## config.mk

```make
export PLATFORM = sky130hd
export DESIGN_NAME = mod_mult
export DESIGN_NICKNAME = d
export VERILOG_FILES = /design/src/rtl/mod_mult.sv
export SDC_FILE = /design/constraint.sdc
export NUM_CORES = 1
export LEC_CHECK = 0
export CAP_MARGIN = 20
export CORE_MARGIN = 10
export CORE_UTILIZATION = 55
export DETAILED_ROUTE_END_ITERATION = 12
export MAX_ROUTING_LAYER = met4
export PLACE_DENSITY_LB_ADDON = 0.12
export SYNTH_ARGS = -nofsm -noshare
export SYNTH_HDL_FRONTEND = slang
export SYNTH_SLANG_ARGS = --single-unit
```

## constraint.sdc

```tcl
create_clock -name clk -period 30 [get_ports clk]
set_input_delay 3 -clock clk [delete_from_list [all_inputs] [get_ports clk]]
set_output_delay 3 -clock clk [all_outputs]
set_load 0.02 [all_outputs]
```

## src/rtl/mod_mult.sv

```systemverilog
// rtl/mod_mult.sv - modular multiplier, (a*b) mod n by interleaved MSB-first shift-add
// One multiplier bit per clock; result registered on the last CALC edge.
module mod_mult #(
  parameter int ARQ = 16
) (
  input  logic               clk,
  input  logic               reset,
  input  logic               start,
  input  logic [ARQ*2-1:0]   a,
  input  logic [ARQ*2-1:0]   b,
  input  logic [ARQ*2-1:0]   modulo,
  output logic               busy,
  output logic               finish,
  output logic [ARQ*2-1:0]   result
);

  localparam int W  = ARQ * 2;
  localparam int CW = $clog2(W);

  typedef enum logic [1:0] {IDLE, CALC, DONE} state_t;

  state_t          r_state;
  logic [W-1:0]    r_a;
  logic [W-1:0]    r_b;
  logic [W-1:0]    r_n;
  logic [W+1:0]    r_p;
  logic [CW-1:0]   r_cnt;

  logic [W+1:0]    w_n;
  logic [W+1:0]    w_addend;
  logic [W+1:0]    w_sum;
  logic [W+1:0]    w_sub1;
  logic [W+1:0]    w_sub2;
  logic [W+1:0]    w_next;

  // 2P + a < 3n when P < n and a < n, so two conditional subtractions suffice.
  always_comb begin
    w_n      = {2'b00, r_n};
    w_addend = r_b[r_cnt] ? {2'b00, r_a} : '0;
    w_sum    = (r_p << 1) + w_addend;
    w_sub1   = (w_sum  >= w_n) ? (w_sum  - w_n) : w_sum;
    w_sub2   = (w_sub1 >= w_n) ? (w_sub1 - w_n) : w_sub1;
    w_next   = (r_n == '0) ? '0 : w_sub2;
  end

  always_ff @(posedge clk or negedge reset) begin
    if (!reset) begin
      r_state <= IDLE;
      r_a     <= '0;
      r_b     <= '0;
      r_n     <= '0;
      r_p     <= '0;
      r_cnt   <= '0;
      busy    <= 1'b0;
      finish  <= 1'b0;
      result  <= '0;
    end else begin
      case (r_state)
        IDLE: begin
          if (start) begin
            r_a     <= a;
            r_b     <= b;
            r_n     <= modulo;
            r_p     <= '0;
            r_cnt   <= CW'(W - 1);
            busy    <= 1'b1;
            r_state <= CALC;
          end
        end
        CALC: begin
          r_p <= w_next;
          if (r_cnt == '0) begin
            result  <= w_next[W-1:0];
            busy    <= 1'b0;
            finish  <= 1'b1;
            r_state <= DONE;
          end else begin
            r_cnt <= r_cnt - 1'b1;
          end
        end
        DONE: begin
          finish  <= 1'b0;
          r_state <= IDLE;
        end
        default: begin
          busy    <= 1'b0;
          finish  <= 1'b0;
          r_state <= IDLE;
        end
      endcase
    end
  end

endmodule

```

-- After elaboration in Yosys (flattened, before gate mapping)
Cells that the tools add are included.
- memories kept: 0
- latch bits: 0
- flip-flop bits (word level): 170
- input bits: 99
- output and inout bits: 34
- RAM bits: 0
- word-level logic and storage cells: 53
- bits in read-only memories: 0
- add/sub/neg operators: 4
- bitwise logic cells: 2
- multiply operators: 0
- shifts and indexed selects: 0
- reductions and logical operators: 11
- divide/modulo/power cells: 0
- multiplexer cells: 19
- equal/unequal tests: 5
- $lt $le $gt $ge: 3
- operators with widths (operator ; number):
    $mux 33 ; 3
    $ge 34x32->1 ; 2
    $pmux 33 s2 ; 1
    $add 34x32->34 ; 1
    $mux 34 ; 1
    $sub 34x32->34 ; 1
    $sub 33x32->33 ; 1
    $logic_not 32->1 ; 1
    $mux 32 ; 1
    $mux 5 ; 2
    $pmux 5 s2 ; 1
    $reduce_and 2->1 ; 5
    $lt 5x6->1 const B ; 1
    $ne 2x2->1 const B ; 3
    $reduce_and 3->1 ; 2
    $bmux 1 s5 ; 1
    $logic_not 5->1 ; 1
    $sub 5x1->5 const B ; 1
    $mux 1 ; 4
    $mux 2 ; 2
    $pmux 2 s2 ; 1
    $pmux 1 s3 ; 1
    $eq 2x1->1 const B ; 1
    $eq 2x2->1 const B ; 1
    4 further kinds ; 5

-- Longest topological paths before layout
- word-level depth: 10
- mapped depth: 42
- gate-level depth less buffers: 35

-- Least setup slack after synthesis
Ideal clock, no wire load.
- kind: reg-to-reg
- start point: register r_cnt[0]
- end point: register r_p[26]
- cell stages (with the launch flop): 41
- arrival time: 9.589 ns
- data required time: 29.896 ns
- period minus slack after synthesis: 9.693 ns
- path slack: 20.307 ns
- library setup time: 0.104 ns
- buffers on the path: 6
- cells stage by stage: dfrtp_1 -> buf_1 -> mux4_2 -> mux4_2 -> mux2i_1 -> clkbuf_1 -> nor2b_1 -> ha_1 -> fa_1 -> a211oi_1 -> o211ai_1 -> a21oi_1 -> o21ba_2 -> o21ai_0 -> or4_1 -> nand3_1 -> ha_1 -> clkbuf_1 -> [5 not listed] -> a21oi_2 -> nand3b_1 -> buf_2 -> buf_2 -> mux2i_1 -> inv_1 -> ha_1 -> and3_4 -> a221o_1 -> a21oi_1 -> nand2b_1 -> nand4b_1 -> a31oi_2 -> o31ai_1 -> or4_1 -> buf_4 -> or4_1 -> o311ai_1
- longest elaborated chain between the ends: 10
- elaborated cells on any way between the ends: 12
- classes of those cells: add/sub (3); order compare (2); mux (7)
- RTL lines (item ; RTL line ; text):
    start, declared ; 27 ; logic [CW-1:0] r_cnt;
    start signal, assigned ; 65 ; r_cnt <= CW'(W - 1);
    start signal, assigned ; 78 ; r_cnt <= r_cnt - 1'b1;
    $bmux 1 s5 (*) ; 39 ; w_addend = r_b[r_cnt] ? {2'b00, r_a} : '0;
    $mux 1 (implied by the code) (*) ; 39 ;
    $mux 32 (*) ; 39 ;
    $add 34x32->34 (*) ; 40 ; w_sum = (r_p << 1) + w_addend;
    $sub 34x32->34 / $ge 34x32->1 (equally long branches) ; 41 ; w_sub1 = (w_sum >= w_n) ? (w_sum - w_n) : w_sum;
    $mux 34 (*) ; 41 ;
    $sub 33x32->33 / $ge 34x32->1 (equally long branches) ; 42 ; w_sub2 = (w_sub1 >= w_n) ? (w_sub1 - w_n) : w_sub1;
    $mux 33 (*) ; 42 ;
    $mux 33 (*) ; 43 ; w_next = (r_n == '0) ? '0 : w_sub2;
    $pmux 33 s2 (*) ; 58 ; case (r_state)
    end signal, assigned ; 71 ; r_p <= w_next;
    end, declared ; 26 ; logic [W+1:0] r_p;
Every way passes the cells marked *; elsewhere a longest branch is shown, timed or not. The select of a mux whose other input is x is not followed.
A chain may end at the register's enable or synchronous reset.

-- Worst setup path after layout
- start point: register r_cnt[0]
- end point: register r_p[4]
The elaborated chain is that of the path after synthesis.

==> results by group <==
Drt
  – Vias: 11700
  – Antenna viol nets, final: 0
  – Drt total wl: 42000 um
  – Highest metal used: met4
  – Pre-Repair DR Iteration Count: 7
  – Drt via density: 6.34
  – Routed met3 length: 3570 um
  – Number of remaining DRC errors: 0
  – Starting DRT DRC Count: roughly 1100
  – Metal2 WL: 18300 um
  – Wire length per cell: 22.7 um
  – Routed length on met1: 19400 um

STA
  – Worst slew pin tran: 0.993 ns
  – RSZ-0062 raised after global routing: no
  – Slew HR: 33.0%
  – Setup TNS Final: 0 ns
  – Final hold vios: 0
  – Clock Skew: around 0.014 ns
  – Worst Slack Setup Final: 18.55 ns
  – Final period util: 38.2%
  – Pins Over Slew Limit: 0
  – Final min period: 11.45 ns
  – Setup-failing EPs final: 0
  – Fmax: 87.4 MHz

Synthesis
  – Top cells by area, synth: dfrtp_1, ha_1, mux2_2
  – Top-area cell type share of the netlist area: 32.5%
  – Top cell type by total area after synthesis: dfrtp_1
  – Post-synth EDFFs: 0
  – Syn Nets: 1613
  – Post-Syn Instances: 1414
  – Synth cell types: 86
  – Avg Cell Area, Syn: 9.25 um2
  – Synthesis Warnings: 0
  – Post-synthesis sequential area ratio: 32.5%
  – Yosys reg bits: 170
  – Prevailing post-synth register cell: dfrtp_1
  – Synth Cell Area: ~0.013 mm2
  – Share of flip-flops with an asynchronous set or reset: 100%

Flow run
  – # Max-Cap Violations: 0

Worst setup path
  – Crit Reg-Reg Endpoint: r_p[4]
  – Critical Path Source Type: flop
  – Worst-case reg-to-reg path depth: 36
  – Crit path max fanout: 34
  – Arrival time at the worst endpoint: 11.78 ns
  – Crit path required time: ~30 ns
  – Max stage delay on crit path: 0.86 ns
  – Kind of critical path: flop to flop
  – CP startpoint: r_cnt[0]
  – Flop-to-flop setup slack: 18.55 ns
  – Worst r2r src: r_cnt[0]
  – Crit-path slowest cell: nor4b_2
  – CP Capture Type: flop

CTS
  – CTS root buf: clkbuf_16
  – TritonCTS clock tree: done
  – Clock Pin Slew Worst Setup and Hold Paths: 0.08 ns
  – Post-CTS sizing: 0
  – Clk Latency, worst-skew pair: approximately 0.44 ns
  – TritonCTS Sinks: 170
  – Clk buf depth: 2
  – Postcts setup bufs: 0
  – CTS Buf Count: 17
  – CTS H-Tree Depth: 4
  – CTS Hold Bufs: 0

Die
  – Starting Density: between 50% and 60%
  – Die Height: 174 um
  – Total die area: 0.0303 mm2
  – Die width: 174 um
  – Core ar.: 0.0234 mm2
  – Num rows: between 50 and 60
  – I/O pins: roughly 130

Finish
  – Commonest non-fill, non-tap cell in the layout: dfrtp_1
  – Area of the multi-input gates: 0.00829 mm2
  – Filler cells: just over 2000
  – Most frequent cells in the layout: dfrtp_1, clkdlybuf4s50_1, nand2_1
  – # nets final: around 1700
  – Area Growth Syn to Fin: 16.5%
  – Share of layout cells above drive strength 1: 11.1%
  – Register Area: between 0.004 and 0.005 mm2
  – Cell Count, Final, Fillers Out: between 1500 and 2000
  – ANT cells: 0

Global route
  – Largest net degree at the start of global routing: 96
  – Global-route wire length before repair: 65200 um
  – Initial antenna violation count: 0
  – Total global routing track utilization: 27.9%
  – Vias in the first global route: 11400
  – Remaining Overflow, GRT: 0

Status
  – Run status: finished, final reports clean

Placement
  – Placed cell count: 1814
  – Port bufs: around 130
  – Routability cong.: 0.993
  – DPL Wire Length: 33100 um
  – Dpl ws: 18.35 ns

Worst hold path
  – Worst hold path startpoint: result[27]
  – Hold Crit Depth: 2
  – Hold Path Class: flop to flop
  – Hold worst-path end: result[27]
## worst max-delay path by stage
stage,end,cells past startpoint
after global placement,result[27],36
after detailed placement,result[8],36
after floorplan,r_p[26],40
after CTS,result[8],36
final,r_p[4],36
after global routing,result[11],35
## worst max-delay path, delay by kind of cell (launching register included)
family | cells | cell delay (ns)
AO/OA/AOI/OAI | 16 | 3.83
adder cells (fa/ha/maj) | 4 | 1.41
buffers and inverters | 3 | 0.76
flip-flops | 1 | 0.70
multiplexers | 4 | 1.62
AND/OR/NAND/NOR | 9 | 2.95
## logic make-up after synthesis
| kind of cell | synth area share (%) |
|---|---|
| AO/OA/AOI/OAI | 22.6 |
| AND/OR/NAND/NOR | 15.2 |
| flip-flops | 32.5 |
| buffers and inverters | 4.27 |
| multiplexers | 10.2 |
| adder cells (fa/ha/maj) | 9.74 |
| XOR/XNOR | 5.49 |
## stage by stage
| step | util (%) | hold slack (ns) | area [um2] |
|---|---|---|---|
| floorplan | - | 0.462 | 13100 |
| CTS | 65.0 | 0.500 | 15200 |
| global route | 65.1 | 0.519 | 15200 |
| global placement | 62.5 | 0.473 | 14600 |
| detailed placement | 62.5 | 0.481 | 14600 |
| finish | 65.1 | 0.497 | 15200 |
## cells in the mapped netlist (4+ instances only)
library cell  count
xnor2_1          47
nand2b_1         20
nand3b_1          5
o2111ai_1         4
mux4_2           10
clkbuf_1         44
or4_1             4
xor2_1           35
nand2_1         126
nor3_1           15
o21ai_1          10
o31ai_1           8
o211a_1           4
or2_2             6
a31oi_1          11
mux2i_1          24
nor2b_1          39
and2_1           18
nor2_1           64
o211ai_1         22
a21o_1           42
a21oi_1          91
ha_1             97
dfrtp_1         170
buf_2            11
o31a_1            8
nand3_1          24
o21bai_1          7
and3_1            4
mux2_2           77
a221o_1          31
a21boi_0          4
nand4_1          25
inv_1            77
o21a_1            9
o221ai_1         15
a211oi_1         20
o21ai_0          86
nor4_1           20
## state kept, by name (all words and copies together), names as in the netlist
signal   count
r_p         33
r_a         32
r_b         32
r_n         32
result      32
r_cnt        5
r_state      2
busy         1
finish       1
## layout make-up
cell class	instances	area share, %
clock buffers	17	2.79
repair buffers	145	9.35
inverters	77	1.90
well taps	319	2.62
multi-input cells	1105	54.4
flip-flops and latches	170	27.9
clock inverters	14	0.986
## layer usage
| layer | up-vias | global-route usage [%] |
|---|---|---|
| met3 | 46 | 6.11 |
| li1 | 5463 | - |
| met4 | 0 | 6.63 |
| met2 | 545 | 41.6 |
| met1 | 5660 | 38.0 |
| met5 | - | - |
Power is not shown: default switching activity piles up to over one toggle a cycle in this logic, so the estimate is an artifact.
